==> config.mk <==
export PLATFORM = sky130hd
export DESIGN_NAME = ssd1306_spi_rx
export DESIGN_NICKNAME = d
export VERILOG_FILES = /design/src/rtl/ssd1306_rx_pkg.sv /design/src/rtl/ssd1306_spi_deser.sv /design/src/rtl/ssd1306_spi_rx.sv
export SDC_FILE = /design/constraint.sdc
export NUM_CORES = 1
export LEC_CHECK = 0
export BUFFER_PORTS_ARGS = -buffer_cell sky130_fd_sc_hd__buf_2
export CORE_AREA = 4 4 95 97
export CTS_CLUSTER_DIAMETER = 30
export CTS_CLUSTER_SIZE = 28
export DETAILED_ROUTE_END_ITERATION = 10
export DIE_AREA = 0 0 99 101
export GPL_TIMING_DRIVEN = 0
export HOLD_SLACK_MARGIN = 0.03
export PLACE_DENSITY = 0.71
export SETUP_SLACK_MARGIN = 0.2
export SYNTH_ARGS = -nofsm -noshare
export SYNTH_HDL_FRONTEND = slang
export SYNTH_HIERARCHICAL = 1
export SYNTH_SLANG_ARGS = --single-unit
==> constraint.sdc <==
create_clock -name clk_50M -period 5.5 [get_ports clk_50M]
set_input_delay 0.275 -clock clk_50M [delete_from_list [all_inputs] [get_ports clk_50M]]
set_output_delay 0.275 -clock clk_50M [all_outputs]
set_load 0.01 [all_outputs]
==> src/rtl/ssd1306_rx_pkg.sv <==
// Shared opcodes, enums and helpers for the SSD1306 SPI receiver.
// Defines parser states, address modes and the command argument count.
package ssd1306_rx_pkg;

   localparam int BYTE_BITS = 8;

   localparam logic [7:0] OP_MEM_MODE  = 8'h20;
   localparam logic [7:0] OP_COL_ADDR  = 8'h21;
   localparam logic [7:0] OP_PAGE_ADDR = 8'h22;
   localparam logic [7:0] OP_CONTRAST  = 8'h81;
   localparam logic [7:0] OP_CHG_PUMP  = 8'h8D;
   localparam logic [7:0] OP_NORMAL    = 8'hA6;
   localparam logic [7:0] OP_INVERT    = 8'hA7;
   localparam logic [7:0] OP_MUX_RATIO = 8'hA8;
   localparam logic [7:0] OP_DISP_OFF  = 8'hAE;
   localparam logic [7:0] OP_DISP_ON   = 8'hAF;
   localparam logic [7:0] OP_DISP_OFS  = 8'hD3;
   localparam logic [7:0] OP_CLK_DIV   = 8'hD5;
   localparam logic [7:0] OP_PRECHG    = 8'hD9;
   localparam logic [7:0] OP_COM_PINS  = 8'hDA;
   localparam logic [7:0] OP_VCOMH     = 8'hDB;

   typedef enum logic [1:0] {
      HORIZ = 2'b00,
      VERT  = 2'b01,
      PAGE  = 2'b10
   } addr_mode_t;

   typedef enum logic [1:0] {
      IDLE,
      ARG1,
      ARG2
   } pstate_t;

   function automatic logic [1:0] arg_count(input logic [7:0] op);
      case (op)
         OP_COL_ADDR, OP_PAGE_ADDR:
            arg_count = 2'd2;
         OP_MEM_MODE, OP_CONTRAST, OP_CHG_PUMP,
         OP_MUX_RATIO, OP_DISP_OFS, OP_CLK_DIV,
         OP_PRECHG, OP_COM_PINS, OP_VCOMH:
            arg_count = 2'd1;
         default:
            arg_count = 2'd0;
      endcase
   endfunction

endpackage

==> src/rtl/ssd1306_spi_deser.sv <==
// SPI mode-0 deserialiser: synchronisers, SCLK edge detect, shifter, frame error.
// In: sclk/sdin/dc/ss/res, proto_err. Out: res_s, rx_byte, rx_is_data, rx_valid, frame_err.
module ssd1306_spi_deser
   import ssd1306_rx_pkg::*;
#(
   parameter int SYNC_STAGES = 2
) (
   input  logic       clk_50M,
   input  logic       rst_n,
   input  logic       oled_sclk,
   input  logic       oled_sdin,
   input  logic       oled_dc,
   input  logic       ss,
   input  logic       oled_res,
   input  logic       proto_err,
   output logic       res_s,
   output logic [7:0] rx_byte,
   output logic       rx_is_data,
   output logic       rx_valid,
   output logic       frame_err
);

   // lane order: {res, ss, dc, sdin, sclk}
   logic [SYNC_STAGES-1:0][4:0] sy;
   logic [4:0] s;
   logic       sclk_q;
   logic       ss_q;
   logic [2:0] cnt;
   logic [6:0] shreg;

   assign s     = sy[SYNC_STAGES-1];
   assign res_s = s[4];

   always_ff @(posedge clk_50M or negedge rst_n) begin
      if (!rst_n) begin
         sy         <= '0;
         sclk_q     <= 1'b0;
         ss_q       <= 1'b0;
         cnt        <= '0;
         shreg      <= '0;
         rx_byte    <= '0;
         rx_is_data <= 1'b0;
         rx_valid   <= 1'b0;
         frame_err  <= 1'b0;
      end else begin
         sy <= {sy[SYNC_STAGES-2:0],
                {oled_res, ss, oled_dc, oled_sdin, oled_sclk}};
         sclk_q <= s[0];
         ss_q   <= s[3];
         if (!s[4]) begin
            cnt        <= '0;
            shreg      <= '0;
            rx_byte    <= '0;
            rx_is_data <= 1'b0;
            rx_valid   <= 1'b0;
            frame_err  <= 1'b0;
         end else begin
            rx_valid <= 1'b0;
            if (s[3]) begin
               cnt <= '0;
               // deselect in mid-byte drops the partial byte
               if (!ss_q && cnt != '0)
                  frame_err <= 1'b1;
            end else if (s[0] && !sclk_q) begin
               shreg <= {shreg[5:0], s[1]};
               cnt   <= cnt + 3'd1;
               if (cnt == 3'(BYTE_BITS - 1)) begin
                  rx_byte    <= {shreg, s[1]};
                  rx_is_data <= s[2];
                  rx_valid   <= 1'b1;
               end
            end
            if (ss_q && !s[3])
               frame_err <= 1'b0;
            if (proto_err)
               frame_err <= 1'b1;
         end
      end
   end

endmodule

==> src/rtl/ssd1306_spi_rx.sv <==
// SSD1306 SPI receiver: command parser, display state mirror, GDDRAM address.
// Full address tracking only with SSD1306_RX_ADDR_TRACK_EN; else ram_col/ram_page = 0.
module ssd1306_spi_rx
   import ssd1306_rx_pkg::*;
#(
   parameter int SYNC_STAGES = 2,
   parameter int COLS        = 128,
   parameter int PAGES       = 8
) (
   input  logic       clk_50M,
   input  logic       rst_n,
   input  logic       oled_sclk,
   input  logic       oled_sdin,
   input  logic       oled_dc,
   input  logic       ss,
   input  logic       oled_res,
   output logic [7:0] rx_byte,
   output logic       rx_is_data,
   output logic       rx_valid,
   output logic [7:0] cmd_code,
   output logic [7:0] cmd_arg0,
   output logic [7:0] cmd_arg1,
   output logic       cmd_valid,
   output logic       display_on,
   output logic       inverted,
   output logic [7:0] contrast,
   output logic       ram_we,
   output logic [6:0] ram_col,
   output logic [2:0] ram_page,
   output logic       frame_err
);

   logic       res_s;
   logic       perr;
   logic       fin;
   logic [7:0] fin_code;
   logic [7:0] fin_a0;
   logic [7:0] fin_a1;
   logic [7:0] code_q;
   logic [7:0] arg0_q;
   pstate_t    st;
   pstate_t    nxt;

   ssd1306_spi_deser #(
      .SYNC_STAGES(SYNC_STAGES)
   ) u_deser (
      .clk_50M   (clk_50M),
      .rst_n     (rst_n),
      .oled_sclk (oled_sclk),
      .oled_sdin (oled_sdin),
      .oled_dc   (oled_dc),
      .ss        (ss),
      .oled_res  (oled_res),
      .proto_err (perr),
      .res_s     (res_s),
      .rx_byte   (rx_byte),
      .rx_is_data(rx_is_data),
      .rx_valid  (rx_valid),
      .frame_err (frame_err)
   );

   // data bytes always hit RAM, even when they abort a command
   assign ram_we = rx_valid & rx_is_data;

   always_comb begin
      nxt      = st;
      fin      = 1'b0;
      fin_code = code_q;
      fin_a0   = arg0_q;
      fin_a1   = '0;
      perr     = 1'b0;
      if (rx_valid) begin
         if (rx_is_data) begin
            nxt  = IDLE;
            perr = (st != IDLE);
         end else begin
            unique case (st)
               IDLE: begin
                  fin_code = rx_byte;
                  fin_a0   = '0;
                  if (arg_count(rx_byte) == 2'd0)
                     fin = 1'b1;
                  else
                     nxt = ARG1;
               end
               ARG1: begin
                  fin_a0 = rx_byte;
                  if (arg_count(code_q) == 2'd1) begin
                     fin = 1'b1;
                     nxt = IDLE;
                  end else begin
                     nxt = ARG2;
                  end
               end
               ARG2: begin
                  fin_a1 = rx_byte;
                  fin    = 1'b1;
                  nxt    = IDLE;
               end
               default: nxt = IDLE;
            endcase
         end
      end
   end

   always_ff @(posedge clk_50M or negedge rst_n) begin
      if (!rst_n) begin
         st         <= IDLE;
         code_q     <= '0;
         arg0_q     <= '0;
         cmd_valid  <= 1'b0;
         cmd_code   <= '0;
         cmd_arg0   <= '0;
         cmd_arg1   <= '0;
         display_on <= 1'b0;
         inverted   <= 1'b0;
         contrast   <= 8'h7F;
      end else if (!res_s) begin
         st         <= IDLE;
         code_q     <= '0;
         arg0_q     <= '0;
         cmd_valid  <= 1'b0;
         cmd_code   <= '0;
         cmd_arg0   <= '0;
         cmd_arg1   <= '0;
         display_on <= 1'b0;
         inverted   <= 1'b0;
         contrast   <= 8'h7F;
      end else begin
         st        <= nxt;
         cmd_valid <= fin;
         if (rx_valid && !rx_is_data) begin
            if (st == IDLE) code_q <= rx_byte;
            if (st == ARG1) arg0_q <= rx_byte;
         end
         if (fin) begin
            cmd_code <= fin_code;
            cmd_arg0 <= fin_a0;
            cmd_arg1 <= fin_a1;
            unique case (1'b1)
               fin_code == OP_DISP_OFF: display_on <= 1'b0;
               fin_code == OP_DISP_ON:  display_on <= 1'b1;
               fin_code == OP_NORMAL:   inverted   <= 1'b0;
               fin_code == OP_INVERT:   inverted   <= 1'b1;
               fin_code == OP_CONTRAST: contrast   <= fin_a0;
               default: ;
            endcase
         end
      end
   end

`ifdef SSD1306_RX_ADDR_TRACK_EN
   addr_mode_t mode;
   logic [6:0] col, col_s, col_e;
   logic [2:0] pg, pg_s, pg_e;

   always_ff @(posedge clk_50M or negedge rst_n) begin
      if (!rst_n) begin
         mode  <= PAGE;
         col   <= '0;
         col_s <= '0;
         col_e <= 7'(COLS - 1);
         pg    <= '0;
         pg_s  <= '0;
         pg_e  <= 3'(PAGES - 1);
      end else if (!res_s) begin
         mode  <= PAGE;
         col   <= '0;
         col_s <= '0;
         col_e <= 7'(COLS - 1);
         pg    <= '0;
         pg_s  <= '0;
         pg_e  <= 3'(PAGES - 1);
      end else if (ram_we) begin
         case (mode)
            HORIZ: begin
               if (col == col_e) begin
                  col <= col_s;
                  pg  <= (pg == pg_e) ? pg_s : pg + 3'd1;
               end else begin
                  col <= col + 7'd1;
               end
            end
            VERT: begin
               if (pg == pg_e) begin
                  pg  <= pg_s;
                  col <= (col == col_e) ? col_s : col + 7'd1;
               end else begin
                  pg <= pg + 3'd1;
               end
            end
            default:
               col <= (col == 7'(COLS - 1)) ? '0 : col + 7'd1;
         endcase
      end else if (fin) begin
         unique case (1'b1)
            fin_code == OP_MEM_MODE:
               if (fin_a0[1:0] != 2'b11)
                  mode <= addr_mode_t'(fin_a0[1:0]);
            fin_code == OP_COL_ADDR: begin
               col_s <= fin_a0[6:0];
               col_e <= fin_a1[6:0];
               col   <= fin_a0[6:0];
            end
            fin_code == OP_PAGE_ADDR: begin
               pg_s <= fin_a0[2:0];
               pg_e <= fin_a1[2:0];
               pg   <= fin_a0[2:0];
            end
            fin_code[7:4] == 4'h0: col[3:0] <= fin_code[3:0];
            fin_code[7:3] == 5'h02: col[6:4] <= fin_code[2:0];
            fin_code[7:3] == 5'h16: pg <= fin_code[2:0];
            default: ;
         endcase
      end
   end

   assign ram_col  = col;
   assign ram_page = pg;
`else
   assign ram_col  = '0;
   assign ram_page = '0;
`endif

endmodule
Word level (Yosys, flattened, before mapping)
Index checks and enable logic that the tools add are counted.

Register bits after elaboration: 86. Latch bits: 0. Memory bits (writable): 0. ROM bits: 0. Input bits: 7. Word-level logic and storage cells: 165. Memories: 0.

$add $sub $neg: 1. Multiply operators: 0. Div/mod/pow operators: 0. Order comparisons: 0. Equal/unequal tests: 45. Shift-type cells: 0. Muxes and demuxes: 74. Bitwise operators: 1. Reduce and logical (&&, ||, !) cells: 24.

Operators with widths (count): $mux W8 (26); $eq A8 B8 Y1 const B (21); $eq A8 B6 Y1 const B (6); $mux W1 (24); $mux W2 (11); $mux W7 (3); $reduce_or A9 Y1 (2); $pmux W8 S2 (1); $ne A2 B2 Y1 const B (7); $reduce_and A2 Y1 (7); $pmux W2 S2 (3); $mux W3 (3); $ne A3 B3 Y1 const B (3); $ne A4 B4 Y1 const B (2); $eq A2 B1 Y1 const B (2); $logic_and A1 B1 Y1 (4); $logic_not A1 Y1 (4); $logic_not A2 Y1 (2); $ne A4 B3 Y1 const B (1); $pmux W1 S2 (2); $reduce_or A2 Y1 (2); $add A3 B1 Y3 const B (1); $eq A3 B3 Y1 const B (1); $pmux W1 S3 (1); other kinds (6) (6).

Logic depth before layout (Yosys ltp)
Depth in word-level cells: 13. Gate-level depth with buffers: 8. Gate-level depth less buffers: 6.

Modules after synthesis
The synthesis kept the hierarchy.

Modules (own cells, without submodules): ssd1306_spi_rx (instances 1, cells an instance 297, area an instance 2756.4 um^2, sequential area each 1335.0 um^2); ssd1306_spi_deser (instances 1, cells an instance 101, area an instance 1280.0 um^2, sequential area each 825.8 um^2).

Least setup slack after synthesis
OpenSTA, ideal clock, no wires.

Path kind: register to register. From: register code_q[3]. To: register contrast[1]. Setup time: 0.092 ns. Data arrival time: 2.112 ns. Required time: 5.408 ns. Setup slack: 3.296 ns. Cell stages (with the launch flop): 9. Path buffers: 2. Clock period less this slack: 2.204 ns. Cell sequence: dfrtp_1 -> buf_2 -> or3_1 -> a2111o_1 -> a32o_1 -> o211ai_4 -> buf_4 -> mux2i_1 -> a21oi_1.

Cells in the longest elaborated chain, start to end: 13. Elaborated cells between the ends (all ways): 29. Those cells by class: eq/ne: 15; mux: 11; reduce/logical: 3.

Ends and longest elaborated chain: start: declaration (line ssd1306_spi_rx.sv:39) `logic [7:0] code_q;`; start signal: assignment (line ssd1306_spi_rx.sv:133) `if (st == IDLE) code_q <= rx_byte;`; $eq A8 B6 Y1 / $eq A8 B8 Y1 (equally long branches) (line ssd1306_rx_pkg.sv:36) `case (op)`; $reduce_or A9 Y1 / $reduce_or A2 Y1 (equally long branches) (line ssd1306_rx_pkg.sv:36); $pmux W2 S2 (line ssd1306_rx_pkg.sv:36); $mux W2 (line ssd1306_spi_rx.sv:77) `unique case (st)`; $mux W2 (line ssd1306_spi_rx.sv:73) `if (rx_is_data) begin`; $mux W2 (line ssd1306_spi_rx.sv:72) `if (rx_valid) begin`; $eq A2 B1 Y1 (line ssd1306_spi_rx.sv:88) `if (arg_count(code_q) == 2'd1) begin`; $mux W1 (line ssd1306_spi_rx.sv:88); $pmux W1 S3 (line ssd1306_spi_rx.sv:77); $mux W1 (line ssd1306_spi_rx.sv:73); $mux W1 (line ssd1306_spi_rx.sv:72); $ne A2 B2 Y1 (no source line); $reduce_and A2 Y1 (no source line) *; end signal: assignment (line ssd1306_spi_rx.sv:145) `fin_code == OP_CONTRAST: contrast <= fin_a0;`; end: declaration (line ssd1306_spi_rx.sv:26) `output logic [7:0] contrast,`.

Mark *: on every way between the ends. The rest lies on a longest branch, timed or not. The select of a mux whose other input is x is not followed. A chain may end at the register's enable or synchronous reset.

Worst setup path in the final report
From: register st[0]. To: register display_on.

Cells in the longest elaborated chain, start to end: 8. Elaborated cells between the ends (all ways): 17. Those cells by class: eq/ne: 6; mux: 9; reduce/logical: 2.

Ends and longest elaborated chain: start: declaration (line ssd1306_spi_rx.sv:41) `pstate_t st;`; start signal: assignment (line ssd1306_spi_rx.sv:130) `st <= nxt;`; $logic_not A2 Y1 (line ssd1306_spi_rx.sv:77); $mux W8 (line ssd1306_spi_rx.sv:77); $mux W8 (line ssd1306_spi_rx.sv:73); $mux W8 (line ssd1306_spi_rx.sv:72); $eq A8 B8 Y1, on equally long branches (line ssd1306_spi_rx.sv:142, ssd1306_spi_rx.sv:141); $pmux W1 S2 (line ssd1306_spi_rx.sv:140) `unique case (1'b1)`; $mux W1 (line ssd1306_spi_rx.sv:136) `if (fin) begin`; $mux W1 (line ssd1306_spi_rx.sv:118) `end else if (!res_s) begin`; end signal: assignment (line ssd1306_spi_rx.sv:126) `display_on <= 1'b0;`; end signal: assignment (line ssd1306_spi_rx.sv:141) `fin_code == OP_DISP_OFF: display_on <= 1'b0;`; end signal: assignment (line ssd1306_spi_rx.sv:142) `fin_code == OP_DISP_ON: display_on <= 1'b1;`; end: declaration (line ssd1306_spi_rx.sv:24) `output logic display_on,`.

Parallel ways exist; a longest one is shown, timed or not. The select of a mux whose other input is x is not followed.

==> results.py <==
metrics = {
    "outcome": {
        "status": "complete, no violations",
    },
    "grt": {
        "number_of_global_route_vias_before_repair": 3117,
        "grt_start_max_net_pins": 45,
        "grt_util_all_layers_pct": 19.22,
        "grt_antenna_before_repair": 0,
        "grt_first_pass_wirelength_um": 15300,
        "global_route.overflow_total": 0,
    },
    "clock_network": {
        "cts_setup_buffers": 0,
        "cts_resized": 0,
        "cts_made_buffers": 9,
        "clkSlewWorstSetupHoldPaths_ns": 0.08,
        "root_buffer": "sky130_fd_sc_hd__clkbuf_8",
        "numClockSinks": 86,
        "cts_hold_repair.buffers": 6,
        "buffers_from_clock_root_to_sink_at_most": 2,
        "insertion_delay_ns": 0.35,
        "cts_max_level": 3,
        "tritoncts": "yes",
    },
    "hold_path": {
        "timing.hold.worst_endpoint": "u_deser/s[2]",
        "min_path_cells": 0,
        "worst_min_delay_path_category": "reg -> reg",
        "worst_hold_startpoint": "u_deser/sy[2]",
    },
    "die": {
        "io_pins": 64,
        "fp-row-count": 33,
        "initial_core_util_pct": 49.62,
        "die_w_um": 99,
        "fp.coreArea_mm2": 0.008134,
        "die_height_um": 101,
        "area_of_the_die_mm2": 0.009999,
    },
    "synthesis": {
        "ys_top_cells_by_area": "sky130_fd_sc_hd__dfrtp_1 49%, sky130_fd_sc_hd__nand2_1 4.7%, sky130_fd_sc_hd__dfstp_2 4.6%, sky130_fd_sc_hd__mux2i_1 4.2%, sky130_fd_sc_hd__nor2_1 3.8%",
        "netlist-cell-type-count": 51,
        "synth-edff-count": 0,
        "post-synth-top-count-cell": "sky130_fd_sc_hd__dfrtp_1",
        "seq_area_frac_synth_pct": 53.53,
        "synth_compound_area_share_pct": 15.22,
        "synth_seq_cells": 86,
        "synth_commonest_cells": "79 x sky130_fd_sc_hd__dfrtp_1, 51 x sky130_fd_sc_hd__nand2_1, 41 x sky130_fd_sc_hd__nor2_1, 24 x sky130_fd_sc_hd__a21oi_1, 18 x sky130_fd_sc_hd__nand3_1",
        "yosys_warning_count": 6,
        "synth-simple-area-share_pct": 18.63,
        "synthXorXnorAreaFrac_pct": 0.4340,
        "yosys.area_share.adder_pct": 0.9299,
        "netlist_area_mm2": 0.004036,
        "multiplexer_share_of_the_synthesized_area_pct": 4.495,
        "synth_top_family_by_area": "simple AND/OR/NAND/NOR gates",
        "dominant_register_cell_in_the_synthesized_netlist": "sky130_fd_sc_hd__dfrtp_1",
        "synthDominantAreaCellType": "sky130_fd_sc_hd__dfrtp_1",
        "share_of_synthesized_flip_flops_with_an_asynchronous_set_or_reset_pct": 100.0,
        "netlist.area_leader.share_pct": 48.98,
        "postSynthAreaPerCell_um2": 10.14,
        "synthesis.instances": 398,
    },
    "detailed_routing": {
        "drt-pass1-iter-count": 4,
        "vias": 3114,
        "ant_nets": 0,
        "routed_via_density": 5.296,
        "drcViolationCount": 0,
        "dr.first_iter.drc_count": 173,
        "routed_wl_um": 9129,
        "wire_per_inst_um": 15.53,
    },
    "finish": {
        "antennaDiodeCount": 0,
        "post_route_cells_drive_above_1_share_pct": 23.81,
        "multiInputGateArea_mm2": 0.001640,
        "final_core_util_pct": 58.39,
        "number_of_nets_in_the_layout": 488,
        "num-fill-cells": 696,
        "areaGrowthSynthToFinish_pct": 17.67,
        "final-instance-count-excl-fill": 588,
        "final-seq-area_mm2": 0.002161,
    },
    "place": {
        "place.detailed.instances": 566,
        "dp_worst_setup_slack_ns": 2.736,
        "hpwl_um": 6470,
        "gp_congestion": 0.8158,
        "port-buffer-count": 53,
    },
    "timing": {
        "setup_tns_ns": 0,
        "final_critical_path_setup_slack_ns": 2.607,
        "timing.hold.ws_ns": 0.3504,
        "report.final.setup_viol": 0,
        "finalClockSkew_ns": 0.008198,
        "report.final.slew_viol_count": 0,
        "timing.final.crit_share_pct": 52.60,
        "tightestPinTransition_ns": 1.014,
        "min_period_ns": 2.893,
        "unrepaired_setup_endpoints_after_global_routing": "no",
        "final-hold-violation-count": 0,
        "clock.fmax_mhz": 345.7,
        "max_slew_margin_pct": 31.46,
    },
    "critical_path": {
        "ff2ff_path_depth": 6,
        "criticalPathCategory": "reg -> reg",
        "critPathLaunchType": "flop",
        "critical_path.top_delay_family": "simple AND/OR/NAND/NOR gates",
        "r2r_setup_slack_ns": 2.61,
        "critPathBufInv": 2,
        "critPathMaxStageDelay_ns": 0.89,
        "critPathCaptureType": "flop",
        "timing.critical_path.cells": "clkbuf_1 -> nor4b_1 -> clkbuf_1 -> mux2i_1 -> nand3b_1 -> mux2i_1",
        "crit_required_ns": 5.78,
        "critical_path.max_fanout": 10,
        "worst_path_max_delay_cell": "sky130_fd_sc_hd__nor4b_1",
        "terminus_of_the_critical_flop_to_flop_path": "display_on",
        "r2r_start": "st[0]",
        "critPathArrivalTime_ns": 3.17,
    },
    "power_and_ir_drop": {
        "power.static_leakage_nw": 2.185,
        "power.ir.vdd_worst_mv": 0.1557,
        "power.density_cell_area_mw_per_mm2": 239.9,
    },
    "job": {
        "drv_cap": 0,
    },
}
==> worst register-to-register path: stages, from the launching register on <==
cell                       delay, ns
sky130_fd_sc_hd__dfrtp_1        0.36
sky130_fd_sc_hd__clkbuf_1       0.17
sky130_fd_sc_hd__nor4b_1        0.89
sky130_fd_sc_hd__clkbuf_1       0.54
sky130_fd_sc_hd__mux2i_1        0.46
sky130_fd_sc_hd__nand3b_1       0.20
sky130_fd_sc_hd__mux2i_1        0.19
==> how the worst max path moves through the flow <==
stage | endpoint | start | depth (start not counted)
finish | display_on | st[0] | 6
global route | display_on | st[0] | 6
CTS | display_on | st[0] | 6
detailed placement | display_on | st[0] | 6
global placement | contrast[5] | st[0] | 8
floorplan | contrast[1] | code_q[3] | 8
==> placed cells by master, fill, tap and decap left out, types with 5 or more instances in the layout <==
master / instances
sky130_fd_sc_hd__dlygate4sd3_1: 6
sky130_fd_sc_hd__inv_1: 8
sky130_fd_sc_hd__o21ai_2: 9
sky130_fd_sc_hd__a21boi_0: 5
sky130_fd_sc_hd__nor2_1: 41
sky130_fd_sc_hd__a211oi_1: 13
sky130_fd_sc_hd__nand3_1: 18
sky130_fd_sc_hd__mux2i_1: 17
sky130_fd_sc_hd__nand2b_1: 12
sky130_fd_sc_hd__a21oi_1: 24
sky130_fd_sc_hd__clkbuf_8: 11
sky130_fd_sc_hd__dfrtp_1: 79
sky130_fd_sc_hd__o21ai_0: 12
sky130_fd_sc_hd__buf_4: 15
sky130_fd_sc_hd__nor2b_1: 6
sky130_fd_sc_hd__conb_1: 10
sky130_fd_sc_hd__dfstp_2: 7
sky130_fd_sc_hd__buf_2: 59
sky130_fd_sc_hd__a22oi_1: 8
sky130_fd_sc_hd__nand2_1: 51
sky130_fd_sc_hd__clkbuf_1: 15
==> state kept, by name (all words and copies together), names as in the netlist <==
signal	flops
u_deser/cnt	3
contrast	8
inverted	1
cmd_arg0	8
u_deser/sclk_q	1
cmd_valid	1
display_on	1
cmd_code	8
u_deser/s	5
code_q	8
u_deser/rx_byte	8
u_deser/shreg	7
u_deser/sy	5
u_deser/rx_valid	1
u_deser/rx_is_data	1
arg0_q	8
st	2
u_deser/ss_q	1
cmd_arg1	8
u_deser/frame_err	1
==> cell type report <==
cell class | count | share of cell area [%]
Multi-Input combinational cell | 274 | 34.54
Inverter | 9 | 0.7113
Tap cell | 105 | 2.766
Clock buffer | 12 | 3.267
Sequential cell | 86 | 45.50
Timing Repair Buffer | 60 | 7.323
Buffer | 38 | 4.953
Clock inverter | 4 | 0.9484
==> report_power, final <==
group | internal, mW | total (mW) | switching (mW)
combinational | 0.0172 | 0.0503 | 0.0331
sequential | 0.637 | 0.641 | 0.00372
clock | 0.233 | 0.448 | 0.216
==> through the flow <==
step | instance area [um2] | total power, mW
2_1_floorplan | 4070 | 0.6773
3_3_place_gp | 4467 | 0.6981
3_5_place_dp | 4489 | 0.7012
4_1_cts | 4750 | 1.151
5_1_grt | 4750 | 1.184
6_report | 4750 | 1.140
==> per-layer routing <==
metal / GRT usage (%) / vias to the layer above / wire length (um)
met5: 0 / - / 0
met4: 6.933 / 0 / 163
met3: 3.045 / 12 / 450
met2: 31.46 / 86 / 4429
met1: 26.02 / 1501 / 4085
li1: - / 1515 / -
==> cells by family (layout without fill, tap and decap cells) <==
kind of cell / Yosys count / count (layout)
buf+inv: 47 / 123
xor+xnor: 2 / 2
mux: 18 / 18
fa+ha+maj: 3 / 3
simple gates: 154 / 154
compound gates: 87 / 87
other cells: 1 / 10
flops: 86 / 86
No activity file was read; power rests on OpenSTA's default activity.
